[config.mk]
export PLATFORM = sky130hd
export DESIGN_NAME = grid_sweep_scheduler
export DESIGN_NICKNAME = d
export VERILOG_FILES = /design/src/rtl/grid_sweep_scheduler.sv
export SDC_FILE = /design/constraint.sdc
export NUM_CORES = 1
export LEC_CHECK = 0
export BUFFER_PORTS_ARGS = -buffer_cell sky130_fd_sc_hd__buf_2
export CAP_MARGIN = 10
export CORE_MARGIN = 2
export CORE_UTILIZATION = 30
export CTS_CLUSTER_SIZE = 10
export DETAILED_ROUTE_END_ITERATION = 8
export GPL_ROUTABILITY_DRIVEN = 0
export PLACE_DENSITY = 0.57
export SYNTH_ARGS = -nofsm -noshare
export SYNTH_HDL_FRONTEND = slang
export SYNTH_SLANG_ARGS = --single-unit
[constraint.sdc]
create_clock -name Clk -period 3.4 [get_ports Clk]
set_input_delay 0 -clock Clk [delete_from_list [all_inputs] [get_ports Clk]]
set_output_delay 0 -clock Clk [all_outputs]
set_load 0.005 [all_outputs]
[src/rtl/grid_sweep_scheduler.sv]
// rtl/grid_sweep_scheduler.sv - raster sweep sequencer driving loc_x/loc_y and the per-cell write strobe
module grid_sweep_scheduler #(
  parameter int X_BITS   = 8,
  parameter int Y_BITS   = 7,
  parameter int X_MAX    = 159,
  parameter int Y_MAX    = 119,
  parameter int READ_LAT = 2,
  parameter int OVR_BITS = 8
) (
  input  logic                Clk,
  input  logic                Reset,
  input  logic                run,
  input  logic                pause_n,
  input  logic                game_tick,
  output logic [X_BITS-1:0]   loc_x,
  output logic [Y_BITS-1:0]   loc_y,
  output logic                hold_locs,
  output logic                write_flag,
  output logic                busy,
  output logic                sweep_done,
  output logic [OVR_BITS-1:0] overrun_cnt
);

  localparam int W_BITS = (READ_LAT > 1) ? $clog2(READ_LAT) : 1;

  typedef enum logic [2:0] {IDLE, FETCH, WRITE, ADVANCE, PAUSE, DONE} state_t;

  state_t              state_q, state_d;
  logic [X_BITS-1:0]   loc_x_q, loc_x_d;
  logic [Y_BITS-1:0]   loc_y_q, loc_y_d;
  logic [W_BITS-1:0]   wait_q, wait_d;
  logic [OVR_BITS-1:0] ovr_q;
  logic                sync1_q, sync2_q;
  logic                hold_q, wflag_q, busy_q, done_q;
  logic                paused, last_x, last_cell;

  assign paused    = ~sync2_q;
  assign last_x    = (loc_x_q == X_BITS'(X_MAX));
  assign last_cell = last_x && (loc_y_q == Y_BITS'(Y_MAX));

  always_comb begin
    state_d = state_q;
    loc_x_d = loc_x_q;
    loc_y_d = loc_y_q;
    wait_d  = wait_q;
    if (state_q != IDLE && !run) begin
      // Abort: back to the origin without a completion pulse.
      state_d = IDLE;
      loc_x_d = '0;
      loc_y_d = '0;
      wait_d  = '0;
    end else begin
      case (state_q)
        IDLE: if (game_tick && run && !paused) begin
          state_d = FETCH;
          loc_x_d = '0;
          loc_y_d = '0;
          wait_d  = '0;
        end
        FETCH: begin
          if (wait_q == W_BITS'(READ_LAT - 1)) state_d = WRITE;
          else wait_d = wait_q + W_BITS'(1);
        end
        WRITE: state_d = ADVANCE;
        ADVANCE: begin
          if (last_cell) begin
            state_d = DONE;
          end else begin
            if (last_x) begin
              loc_x_d = '0;
              loc_y_d = loc_y_q + Y_BITS'(1);
            end else begin
              loc_x_d = loc_x_q + X_BITS'(1);
            end
            wait_d  = '0;
            state_d = paused ? PAUSE : FETCH;
          end
        end
        PAUSE: if (!paused) begin
          state_d = FETCH;
          wait_d  = '0;
        end
        DONE: begin
          state_d = IDLE;
          loc_x_d = '0;
          loc_y_d = '0;
        end
        default: state_d = IDLE;
      endcase
    end
  end

  always_ff @(posedge Clk or posedge Reset) begin
    if (Reset) begin
      state_q <= IDLE;
      loc_x_q <= '0;
      loc_y_q <= '0;
      wait_q  <= '0;
      ovr_q   <= '0;
      sync1_q <= 1'b1;
      sync2_q <= 1'b1;
      hold_q  <= 1'b1;
      wflag_q <= 1'b0;
      busy_q  <= 1'b0;
      done_q  <= 1'b0;
    end else begin
      sync1_q <= pause_n;
      sync2_q <= sync1_q;
      state_q <= state_d;
      loc_x_q <= loc_x_d;
      loc_y_q <= loc_y_d;
      wait_q  <= wait_d;
      // Outputs are registered from the next state so they line up with it.
      hold_q  <= (state_d != ADVANCE);
      wflag_q <= (state_d == WRITE);
      busy_q  <= (state_d == FETCH) || (state_d == WRITE) ||
                 (state_d == ADVANCE) || (state_d == PAUSE);
      done_q  <= (state_q == DONE) && run;
      if (game_tick && state_q != IDLE && ovr_q != '1) ovr_q <= ovr_q + OVR_BITS'(1);
    end
  end

  assign loc_x       = loc_x_q;
  assign loc_y       = loc_y_q;
  assign hold_locs   = hold_q;
  assign write_flag  = wflag_q;
  assign busy        = busy_q;
  assign sweep_done  = done_q;
  assign overrun_cnt = ovr_q;

endmodule

; Yosys cells after proc, flatten, opt, wreduce, memory -nomap -nowiden
; Cells that the tools add are included.
[totals]
elab_cells = 73
in_bits = 5
register_bits = 33
[op_classes]
mux = 23
n_reduce_logical = 18
eq_ne = 17
add_sub_neg = 4
[op_table]
columns = cell, n
row1 = 8-bit 2-to-1 mux, 4
row2 = 7-bit 2-to-1 mux, 4
row3 = 8-bit case mux with 3 select lines, 1
row4 = 7-bit case mux with 3 select lines, 1
row5 = 3-bit 2-to-1 mux, 6
row6 = 8-bit by 1-bit adder with 8-bit output (second input constant), 2
row7 = 3-bit case mux with 5 select lines, 1
row8 = 3-bit by 2-bit equality test with 1-bit output (second input constant), 4
row9 = 3-bit != test (second input constant), 4
row10 = 3-bit equality test (second input constant), 3
row11 = 8-bit equality test (second input constant), 1
row12 = 8-bit != test (second input constant), 1
row13 = 4-bit AND reduction, 2
row14 = 7-bit by 1-bit adder with 7-bit output (second input constant), 1
row15 = 7-bit equality test (second input constant), 1
row16 = 1-bit logical AND, 7
row17 = 3-bit by 1-bit equality test with 1-bit output (second input constant), 2
row18 = 1-bit 2-to-1 mux, 5
row19 = 5-bit nonzero test, 1
row20 = 1-bit case mux with 4 select lines, 1
row21 = 4-bit nonzero test, 1
row22 = 3-bit zero test, 1
row23 = 1-bit logical OR, 3
row24 = 3-bit by 2-bit != test with 1-bit output (second input constant), 1
row25 = 4 further kinds, 4

; Longest topological paths before layout
; Gate-level depths: netlist of run 1.
[depth]
ltp_word = 9
mapped_depth = 7
depth_no_buf = 6

; Worst setup path after synthesis of run 1
; No wires, ideal clock.
[synth_path]
path_kind = register to register
start = register loc_y_q[0] (netlist: loc_y[0])
end = register loc_x_q[6] (netlist: loc_x[6])
n_path_buf = 1
arrival_time_ps = 1650
setup_slack_ps = 1626
stages_incl_launch_ff = 8
cell_sequence = dfrtp_1 -> ha_1 -> and4_1 -> nand4_1 -> nand2_2 -> and3_1 -> buf_6 -> a211o_1
[synth_via]
elab_chain_cells = 4
[synth_lines]
columns = item, line_no
row1 = "start, declared", 30  ; logic [Y_BITS-1:0] loc_y_q, loc_y_d;
row2 = "start signal, assigned", 111  ; loc_y_q <= loc_y_d;
row3 = 7-bit equality test, 39  ; assign last_cell = last_x && (loc_y_q == Y_BITS'(Y_MAX));
row4 = 1-bit logical AND, 39
row5 = 3-bit != test (no source line), n/a
row6 = 3-bit AND reduction (no source line), n/a
row7 = "end signal, assigned", 110  ; loc_x_q <= loc_x_d;
row8 = "end, declared", 29  ; logic [X_BITS-1:0] loc_x_q, loc_x_d;
; No other way between the ends.
; A chain may end at the register's enable or synchronous reset.

; Worst setup path in the final report of run 1
[layout_path]
start = register loc_x_q[1] (netlist: loc_x[1])
end = register loc_x_q[0] (netlist: loc_x[0])
[layout_via]
elab_chain_cells = 5
[layout_lines]
columns = item, line_no
row1 = 8-bit equality test *, 38  ; assign last_x = (loc_x_q == X_BITS'(X_MAX));
row2 = 8-bit 2-to-1 mux, 69  ; if (last_x) begin
row3 = 8-bit 2-to-1 mux, 66  ; if (last_cell) begin
row4 = 8-bit case mux with 3 select lines, 53  ; case (state_q)
row5 = 8-bit 2-to-1 mux, 46  ; if (state_q != IDLE && !run) begin
; Every way passes the cells marked *; elsewhere a longest branch is shown, timed or not. The select of a mux whose other input is x is not followed.

==> summary.txt, run 1 <==
Setup path
  – Critical Path RT: 3.63 ns
  – Critical-path cell list: ha_1, and4_4, nand4_1, nand2_2, and3_1, mux2_2
  – Critical path's largest stage delay: 0.42 ns
  – FF-to-FF Start: loc_x[1]$_DFFE_PP0P_
  – Reg2Reg Setup Slack: 1.47 ns
  – Slowest library cell on the worst path: dfrtp_1
  – Crit path launch type: flop
  – Max FO, Critical Path: 9
  – Kind of critical path: flop to flop
  – Critical Path End Type: flop
  – Reg2reg path depth: 6
  – Worst EP arrival: 2.16 ns
  – Worst path top cell family by delay: simple AND/OR/NAND/NOR gates
  – RR Endpoint: loc_x[0]$_DFFE_PP0P_
  – Bufs and invs on worst path: 0
  – Worst setup path startpoint: loc_x[1]$_DFFE_PP0P_

Global route
  – First-pass GRT wire length: 6710 um
  – Grt total ovfl: 0
  – GRT Overall Usage: 13.4%
  – Largest net degree at the start of global routing: 34
  – Initial antenna violation count: 0
  – Vias in the first global route: 1391

Placed design
  – DP HPWL: 2820 um
  – PortBufs: 31
  – Pre-CTS setup slack: 1.47 ns
  – DP Area: 1980 um^2

Detailed routing
  – Drt drc: 0
  – Post-DR wirelength/cell: 14.0 um
  – DRC marker count from the first detailed-route iteration: 88
  – First-pass iteration count of the detailed router: 4
  – Antenna Nets Post-Route: 0
  – Post-Route WL: 4010 um
  – Vias per cell: 5.02
  – Via count: 1442

Yosys
  – Yosys reg bits: 33
  – Adder-cell share of the synthesized area: 2.11%
  – Synthesis Warnings: 0
  – Post-synth EDFFs: 0
  – Post-synth top area share: 42.3%
  – Asr flop ratio synth: 100%
  – Mux cell area share after synthesis: 1.27%
  – Synth Area in Compound Gates: 18.3%
  – Post-synthesis simple-gate area fraction: 23.0%
  – Sequential area share after synthesis: 46.7%
  – Syn avg cell area: 10.0 um^2
  – Distinct cells, synth: 50
  – Post-Synth XOR/XNOR Area: 4.44%
  – Combinational family with the most area after synthesis: simple AND/OR/NAND/NOR gates
  – Syn nets: 185
  – Syn Inst Count: 177
  – Top cells by area, synth: dfrtp_1 (42%), dfstp_2 (4.4%), a21oi_1 (3.7%)
  – Synth Cell Area: 1780 um^2
  – Dominant synthesized flop cell: dfrtp_1
  – Biggest area consumer among synthesized cells: dfrtp_1

Power
  – Internal power: 756 uW
  – Power share of the clock group: 29.4%
  – Sw frac: 33.7%
  – Switching pwr: 384 uW
  – PD cells: 543 nW/um^2
  – Max IR drop VDD: 0.231 mV
  – Leak Pwr: 0.000977 uW
  – Tot Pwr: 1140 uW
  – Seq pwr share: 45.5%
  – Comb power frac: 25.0%

Clock tree
  – CTS H-tree lvls: 2
  – Setup Buffers After CTS: 0
  – Clock net sink count: 33
  – CTS tree: done
  – Reg clk slew, reported paths: 0.07 ns
  – CTS Root Cell: clkbuf_8
  – Maximum clock path buffer count: 2
  – Clock latency on the worst-skew pair: 0.29 ns
  – CTS buffer count: 5
  – CTS-repair resized insts: 0

Timing
  – Setup TNS: 0 ns
  – Final setup fails: 0
  – Slew @ Worst Pin: 0.767 ns
  – Max Fclk: 0.518 GHz
  – Final slew viol count: 0
  – Ratio of final minimum period to clock period: 56.8%
  – Min cycle time layout: 1.93 ns
  – Slew Limit Headroom: 48.7%
  – Hold slack: 0.0523 ns
  – Worst clock skew: 0.00399 ns
  – Setup slack after layout: 1.47 ns
  – RSZ-0062 raised after global routing: no
  – Fin. Hold Viols: 0

Finish
  – Most frequent cells in the layout: buf_2 (31), dfrtp_1 (30), a21oi_1 (13), nand2_1 (13)
  – Nets: 219
  – Layout cells sized above 1: 27.4%
  – Fin area: 2100 um^2
  – Most common cell after layout, fill and taps aside: buf_2
  – Antenna cells: 0
  – Area grow syn2layout: 18.2%

Die
  – Initial Util: 30.5%
  – Die Width: 80.9 um
  – Row count: 28
  – Core Region: 5820 um^2
  – I/O Pins: 32
  – Die ar.: 6550 um^2
  – Die height: 80.9 um

Flow run
  – Max cap viols: 0

Min path
  – Hold EP: state_q[0]$_DFF_PP0_
  – Hold depth: 3
  – HP Class: input pin to flop
  – Hold Startpoint: run

Outcome
  – Status: finished clean
## worst max path at each step
stage / to / depth (start not counted)
floorplan: loc_x[6]$_DFFE_PP0P_ / 7
global placement: loc_x[0]$_DFFE_PP0P_ / 6
detailed placement: loc_x[6]$_DFFE_PP0P_ / 6
CTS: loc_x[0]$_DFFE_PP0P_ / 6
global route: loc_x[0]$_DFFE_PP0P_ / 6
finish: loc_x[0]$_DFFE_PP0P_ / 6
## tightest hold or removal path, cell delays in order
cell,delay (ns)
buf_2,0.17
nand2_1,0.08
a21oi_1,0.06
## synthesized netlist by cell type, types with 2 or more instances
cell and number:
ha_1 3, o21ai_1 3, buf_6 2, o22a_1 2, and3_1 5, xnor2_1 5, a41oi_1 2, nand2b_1 3
dfstp_2 3, nand4_1 5, xor2_1 4, o21a_1 2, dfrtp_1 30, buf_4 3, a31oi_1 6, a22o_1 2
mux2_2 2, and4_1 2, and2_1 2, buf_2 2, nand2_1 13, nand2_2 2, a21oi_1 13, inv_1 4
nor3_1 4, o22ai_1 2, nor2_1 12, o21ai_0 4, nand3_1 12, nor2b_1 2, nor2_2 2
## through the flow
| stage | util (%) | std cells |
|---|---|---|
| after detailed placement | 34.0 | 277 |
| after floorplan | - | 177 |
| after global placement | 34.0 | 277 |
| after CTS | 36.1 | 287 |
| after global routing | 36.1 | 287 |
| final | 36.1 | 287 |
## sequential cells by signal (all words and copies together) (netlist names)
name and cells:
sync1_q 1, state_q 3, overrun_cnt 8, hold_locs 1
loc_y 7, wait_q 1, loc_x 8, busy 1
sweep_done 1, sync2_q 1, write_flag 1
## area by class of cell
class	count	area, um^2
clock buffers	7	96.3
clock inverters	1	5.00
fillers	628	3720
inverters	5	18.8
multi-input cells	132	872
flip-flops and latches	33	830
well taps	75	93.8
repair buffers	34	183
## kinds of logic after synthesis
kind of cell	Yosys count
flip-flops	33
AND/OR/NAND/NOR	72
adder cells (fa/ha/maj)	3
buffers and inverters	12
AO/OA/AOI/OAI	46
multiplexers	2
XOR/XNOR	9
## routing by layer
layer | vias up | routed length (um) | part of all wire [%] | GRT usage, %
li1 | 719 | - | - | -
met1 | 686 | 1920 | 48 | 17.0
met2 | 31 | 1900 | 47 | 21.7
met3 | 6 | 142 | 3.5 | 3.11
met4 | 0 | 47 | 1.2 | 6.10
met5 | - | 0 | 0 | 0
## power by group through the flow
stage / Clock [uW] / Sequential (uW) / Combinational [uW]
6_report: 335 / 519 / 285
5_1_grt: 360 / 527 / 321
4_1_cts: 343 / 519 / 291
3_5_place_dp: 0 / 524 / 286
3_3_place_gp: 0 / 523 / 281
2_1_floorplan: 0 / 501 / 231
## timing repair
item | in CTS | in global routing
endpoints found under the hold margin | 31 | 0
hold buffers | 2 | 0
endpoints found under the setup margin | 0 | 0
(Power assumes the default switching activity.)
==> run 2, diff against run 1 <==
--- a/config.mk
+++ b/config.mk
@@ -12,7 +12,7 @@
 export CTS_CLUSTER_SIZE = 10
 export DETAILED_ROUTE_END_ITERATION = 8
 export GPL_ROUTABILITY_DRIVEN = 0
-export PLACE_DENSITY = 0.57
+export PLACE_DENSITY = 0.59
 export SYNTH_ARGS = -nofsm -noshare
 export SYNTH_HDL_FRONTEND = slang
 export SYNTH_SLANG_ARGS = --single-unit
==> constraint.sdc (replaced) <==
create_clock -name Clk -period 1.72 [get_ports Clk]
set_input_delay 0 -clock Clk [delete_from_list [all_inputs] [get_ports Clk]]
set_output_delay 0 -clock Clk [all_outputs]
set_load 0.005 [all_outputs]
==> run 2 against run 1 <==
Against the previous run: die area is the same; cell area up 14%; register-to-register slack worse by 1.4 ns; clock power increased by 94%; non-clock buffer count is 29 higher; routed wire length grew 11%; first-iteration DRC count rose by 2.3%; critical endpoint is now loc_x[1]$_DFFE_PP0P_; highest routed layer unchanged.
==> summary.txt, run 2 (same netlist as run 1, synthesis figures left out) <==
Clock tree
  – CTS tree: done
  – CTS H-tree lvls: 2
  – CTS buffer count: 5
  – Clock latency on the worst-skew pair: 0.28 ns
  – CTS Root Cell: clkbuf_8
  – Maximum clock path buffer count: 2
  – Clock net sink count: 33
  – Reg clk slew, reported paths: 0.07 ns

Power
  – Sw frac: 33.0%
  – Leak Pwr: 0.00114 uW
  – Max IR drop VDD: 0.453 mV
  – Internal power: 1600 uW
  – Switching pwr: 786 uW
  – Comb power frac: 30.4%
  – PD cells: 997 nW/um^2
  – Power share of the clock group: 27.2%
  – Seq pwr share: 42.4%

Global route
  – First-pass GRT wire length: 6940 um
  – Grt total ovfl: 0
  – GRT Overall Usage: 13.6%
  – Largest net degree at the start of global routing: 34
  – Vias in the first global route: 1518
  – Initial antenna violation count: 0

Placed design
  – PortBufs: 31
  – DP HPWL: 3070 um
  – Placed cell count: 303

Setup path
  – Critical Path RT: 1.93 ns
  – Worst path top cell family by delay: simple AND/OR/NAND/NOR gates
  – Reg2reg path depth: 6
  – Crit path depth: 6
  – Kind of critical path: flop to flop
  – Critical path's largest stage delay: 0.46 ns
  – Max FO, Critical Path: 6
  – Bufs and invs on worst path: 1
  – Crit-path most repeated cell: nor2_1
  – Critical Path End Type: flop
  – Crit path launch type: flop
  – Critical-path cell list: buf_4, nor2_1, nor2_1, a21oi_2, and3_2, o2bb2ai_1
  – Worst EP arrival: 1.88 ns
  – Slowest library cell on the worst path: dfrtp_1

Finish
  – Area grow syn2layout: 34.7%
  – Layout Cells excl Fill: 317
  – Antenna cells: 0
  – Most common cell after layout, fill and taps aside: buf_2
  – Layout cells sized above 1: 41.7%
  – Nets: 249
  – Most frequent cells in the layout: buf_2 (31), buf_4 (30), dfrtp_1 (29), nand2_1 (13)

Timing
  – Max Fclk: 0.597 GHz
  – Worst clock skew: 0.00334 ns
  – Fin. Hold Viols: 0
  – Final setup fails: 0
  – Ratio of final minimum period to clock period: 97.5%
  – Min cycle time layout: 1.68 ns
  – RSZ-0062 raised after global routing: yes
  – Setup TNS: 0 ns
  – Slew @ Worst Pin: 0.440 ns
  – Slew Limit Headroom: 70.6%
  – Hold slack: 0.0548 ns
  – Final slew viol count: 0

Die
  – I/O Pins: 32
  – Die ar.: 6550 um^2
  – Die Width: 80.9 um
  – Initial Util: 30.5%
  – Row count: 28
  – Die height: 80.9 um
  – Core Region: 5820 um^2

Detailed routing
  – DRC marker count from the first detailed-route iteration: 90
  – Via count: 1614
  – Antenna Nets Post-Route: 0
  – Vias per cell: 5.09
  – Drt drc: 0
  – Post-DR wirelength/cell: 14.0 um
  – Post-Route WL: 4440 um
  – First-pass iteration count of the detailed router: 4

Min path
  – HP Class: input pin to flop
  – Hold depth: 3

Flow run
  – Max cap viols: 0

Outcome
  – Status: finished clean
run 2: power groups by stage:
stage	Sequential (uW)	Clock, uW	Combinational, uW
after CTS	1010	662	672
after global routing	1030	699	796
after detailed placement	1020	0	663
after global placement	1020	0	652
final	1010	649	726
after floorplan	991	0	466
run 2: metrics by stage:
step / instance area (um^2) / power, uW / worst slack, ns / util (%)
final: 2390 / 2390 / 0.0438 / 41.1
after global routing: 2390 / 2520 / -0.0328 / 41.1
after CTS: 2300 / 2340 / 0.0144 / 39.6
after detailed placement: 2180 / 1680 / 0.0359 / 37.5
after global placement: 2180 / 1670 / 0.0637 / 37.5
after floorplan: 1790 / 1460 / 0.0101 / -
run 2: final timing paths:
path / end / slack, ns / startpoint
worst max-delay path: loc_x[1]$_DFFE_PP0P_ / 0.04 / state_q[2]$_DFF_PP0_
worst min-delay path: state_q[0]$_DFF_PP0_ / 0.05 / run
worst max register to register: loc_x[1]$_DFFE_PP0P_ / 0.04 / state_q[2]$_DFF_PP0_
worst min register to register: sync2_q$_DFF_PP1_ / 0.37 / sync1_q$_DFF_PP1_
max in group asynchronous: hold_locs$_DFF_PP1_ / 1.03 / Reset
min in group asynchronous: loc_x[7]$_DFFE_PP0P_ / 0.35 / Reset
run 2: cell type report:
type | count | area (um^2)
flip-flops and latches | 33 | 831
inverters | 5 | 18.8
multi-input cells | 133 | 947
clock inverters | 1 | 5.00
fillers | 610 | 3420
repair buffers | 63 | 400
clock buffers | 7 | 96.3
well taps | 75 | 93.8
run 2: tightest hold or removal path, stage by stage:
cell and delay, ns:
buf_2 0.17, nand2_1 0.08, a21oi_1 0.06
run 2: layer usage:
layer  part of all wire, %  vias to the layer above  GRT usage (%)
li1                      -                      781              -
met1                    46                      789           17.8
met4                   1.4                        0           5.42
met3                   3.7                        7           2.78
met5                     0                        -              0
met2                    48                       37           22.0
run 2: what timing repair did:
| item | 4_1_cts | 5_1_grt |
|---|---|---|
| endpoints found under the setup margin | 0 | 17 |
| endpoints found under the hold margin | 31 | 0 |
| gates resized for setup | 0 | 12 |
| hold buffers | 2 | 0 |
| setup buffers | 0 | 3 |
==> run 3, diff against run 2 <==
--- a/config.mk
+++ b/config.mk
@@ -7,7 +7,7 @@
 export LEC_CHECK = 0
 export BUFFER_PORTS_ARGS = -buffer_cell sky130_fd_sc_hd__buf_2
 export CAP_MARGIN = 10
-export CORE_MARGIN = 2
+export CORE_MARGIN = 10
 export CORE_UTILIZATION = 30
 export CTS_CLUSTER_SIZE = 10
 export DETAILED_ROUTE_END_ITERATION = 8
==> run 3 against run 2 <==
Against the previous run: combinational power fell by 2%; count of clock-buffer cells in the layout did not move; register-to-register slack better by 0.03 ns; core utilization grew 0.051 points; critical path type unchanged; non-clock buffer count fell by 4; largest cell class unchanged; via count shrank 4.9%; first-iteration DRC count increased by 94%; cell area down 3.5%; total power down 2.7%; setup slack improved by 0.033 ns.
==> summary.txt, run 3 (same netlist as run 1, synthesis figures left out) <==
Finish
  – Fillers: 603
  – Nets: 244
  – Fin area: 2310 um^2
  – Antenna cells: 0
  – Final core occ: 41.2%
  – Most common cell after layout, fill and taps aside: buf_2
  – Area grow syn2layout: 30.1%
  – Most frequent cells in the layout: buf_2 (31), dfrtp_1 (29), buf_4 (25), a21oi_1 (13), nand2_1 (13)
  – Layout cells sized above 1: 37.6%

Clock tree
  – CTS H-tree lvls: 2
  – CTS buffer count: 5
  – CTS Root Cell: clkbuf_8
  – Clock latency on the worst-skew pair: 0.30 ns
  – Maximum clock path buffer count: 2
  – Reg clk slew, reported paths: 0.07 ns
  – Clock net sink count: 33
  – CTS tree: done

Timing
  – Min cycle time layout: 1.64 ns
  – Final setup fails: 0
  – RSZ-0062 raised after global routing: yes
  – Fin. Hold Viols: 0
  – Slew Limit Headroom: 72.4%
  – Final slew viol count: 0
  – Worst clock skew: 0.0120 ns
  – Ratio of final minimum period to clock period: 95.5%
  – Slew @ Worst Pin: 0.414 ns
  – Max Fclk: 0.609 GHz

Setup path
  – Bufs and invs on worst path: 0
  – Worst EP arrival: 1.82 ns
  – Crit path launch type: flop
  – Max FO, Critical Path: 9
  – Worst path top cell family by delay: simple AND/OR/NAND/NOR gates
  – Critical-path cell list: ha_4, and4_4, nand4_1, nand2_2, and3_4, mux2_2
  – Critical Path End Type: flop
  – Reg2Reg Setup Slack: 0.08 ns
  – Critical path's largest stage delay: 0.41 ns
  – Slowest library cell on the worst path: dfrtp_1
  – Reg2reg path depth: 6
  – RR Endpoint: loc_x[0]$_DFFE_PP0P_
  – FF-to-FF Start: loc_y[0]$_DFFE_PP0P_
  – Kind of critical path: flop to flop
  – Critical Path RT: 1.90 ns

Power
  – Comb power frac: 30.7%
  – Internal power: 1570 uW
  – Sw frac: 32.6%
  – Leak Pwr: 0.00109 uW
  – Switching pwr: 756 uW
  – Max IR drop VDD: 0.554 mV
  – PD cells: 1000 nW/um^2
  – Seq pwr share: 42.9%
  – Power share of the clock group: 26.4%

Min path
  – Hold depth: 3
  – Hold EP: state_q[0]$_DFF_PP0_
  – HP Class: input pin to flop
  – Hold Startpoint: run

Placed design
  – DP HPWL: 3210 um
  – PortBufs: 31
  – DP Area: 2160 um^2

Detailed routing
  – Via count: 1535
  – Post-DR wirelength/cell: 14.1 um
  – Drt drc: 0
  – Post-Route WL: 4370 um
  – First-pass iteration count of the detailed router: 4
  – DRC marker count from the first detailed-route iteration: 175
  – Antenna Nets Post-Route: 0
  – Vias per cell: 4.97

Die
  – Die height: 96.9 um
  – Row count: 27
  – Die Width: 96.9 um
  – Die ar.: 9400 um^2
  – Core Region: 5610 um^2
  – I/O Pins: 32
  – Initial Util: 31.7%

Outcome
  – Status: finished clean

Global route
  – Largest net degree at the start of global routing: 34
  – Initial antenna violation count: 0
  – Grt total ovfl: 0
  – Vias in the first global route: 1556
  – GRT Overall Usage: 9.86%
  – First-pass GRT wire length: 7710 um

Flow run
  – Max cap viols: 0
[run 3: power groups by stage]
stage / sequential, uW / clock [uW] / combinational (uW)
6_report: 997 / 613 / 712
3_5_place_dp: 1010 / 0 / 698
3_3_place_gp: 1010 / 0 / 696
5_1_grt: 1020 / 670 / 792
4_1_cts: 994 / 638 / 706
2_1_floorplan: 991 / 0 / 466
[run 3: repair_timing]
item,in CTS,in global routing
hold buffers,2,0
setup endpoints to repair,0,16
buffers inserted,0,2
gates resized for setup,0,6
endpoints found under the hold margin,31,0
[run 3: tightest hold or removal path, stage by stage]
cell and delay, ns:
buf_2 0.17, nand2_1 0.09, a21oi_1 0.06
[run 3: cell type report]
type                       count  area (um^2)  area share [%]
sequential                    33          831            36.0
clock buffer                   7         86.3            3.74
multi-input combinational    132          902            39.1
inverter                       5         18.8           0.813
clock inverter                 1         7.51           0.325
timing repair buffer          59          374            16.2
tap                           72         90.1            3.90
[run 3: how the worst max path moves through the flow]
stage / start / end / slack, ns / cells after the start
after detailed placement: loc_y[0]$_DFFE_PP0P_ / loc_x[0]$_DFFE_PP0P_ / 0.07 / 6
after global routing: loc_y[0]$_DFFE_PP0P_ / loc_x[7]$_DFFE_PP0P_ / -0.01 / 7
after CTS: loc_y[0]$_DFFE_PP0P_ / loc_x[0]$_DFFE_PP0P_ / 0.06 / 6
after global placement: loc_y[0]$_DFFE_PP0P_ / busy$_DFF_PP0_ / 0.09 / 6
final: loc_y[0]$_DFFE_PP0P_ / loc_x[0]$_DFFE_PP0P_ / 0.08 / 6
after floorplan: loc_x[1]$_DFFE_PP0P_ / busy$_DFF_PP0_ / 0.01 / 7
[run 3: layer usage]
| layer | vias to the layer above | part of all wire, % | wire length (um) | track usage [%] |
|---|---|---|---|---|
| met3 | 5 | 3.8 | 168 | 3.05 |
| met5 | - | 0 | 0 | 0 |
| met2 | 28 | 45 | 1960 | 14.4 |
| li1 | 775 | - | - | - |
| met1 | 727 | 49 | 2140 | 12.6 |
| met4 | 0 | 2.3 | 99 | 5.41 |
[run 3: per-stage QoR]
stage / std cells / hold WS [ns] / TNS, ns / power (uW) / worst slack [ns]
detailed placement: 297 / 0.106 / 0 / 1710 / 0.0715
global route: 309 / 0.0615 / -0.0235 / 2480 / -0.00978
finish: 309 / 0.0525 / 0 / 2320 / 0.0769
global placement: 297 / 0.106 / 0 / 1700 / 0.0921
floorplan: 177 / 0.00448 / 0 / 1460 / 0.0101
CTS: 307 / 0.0438 / 0 / 2340 / 0.0594
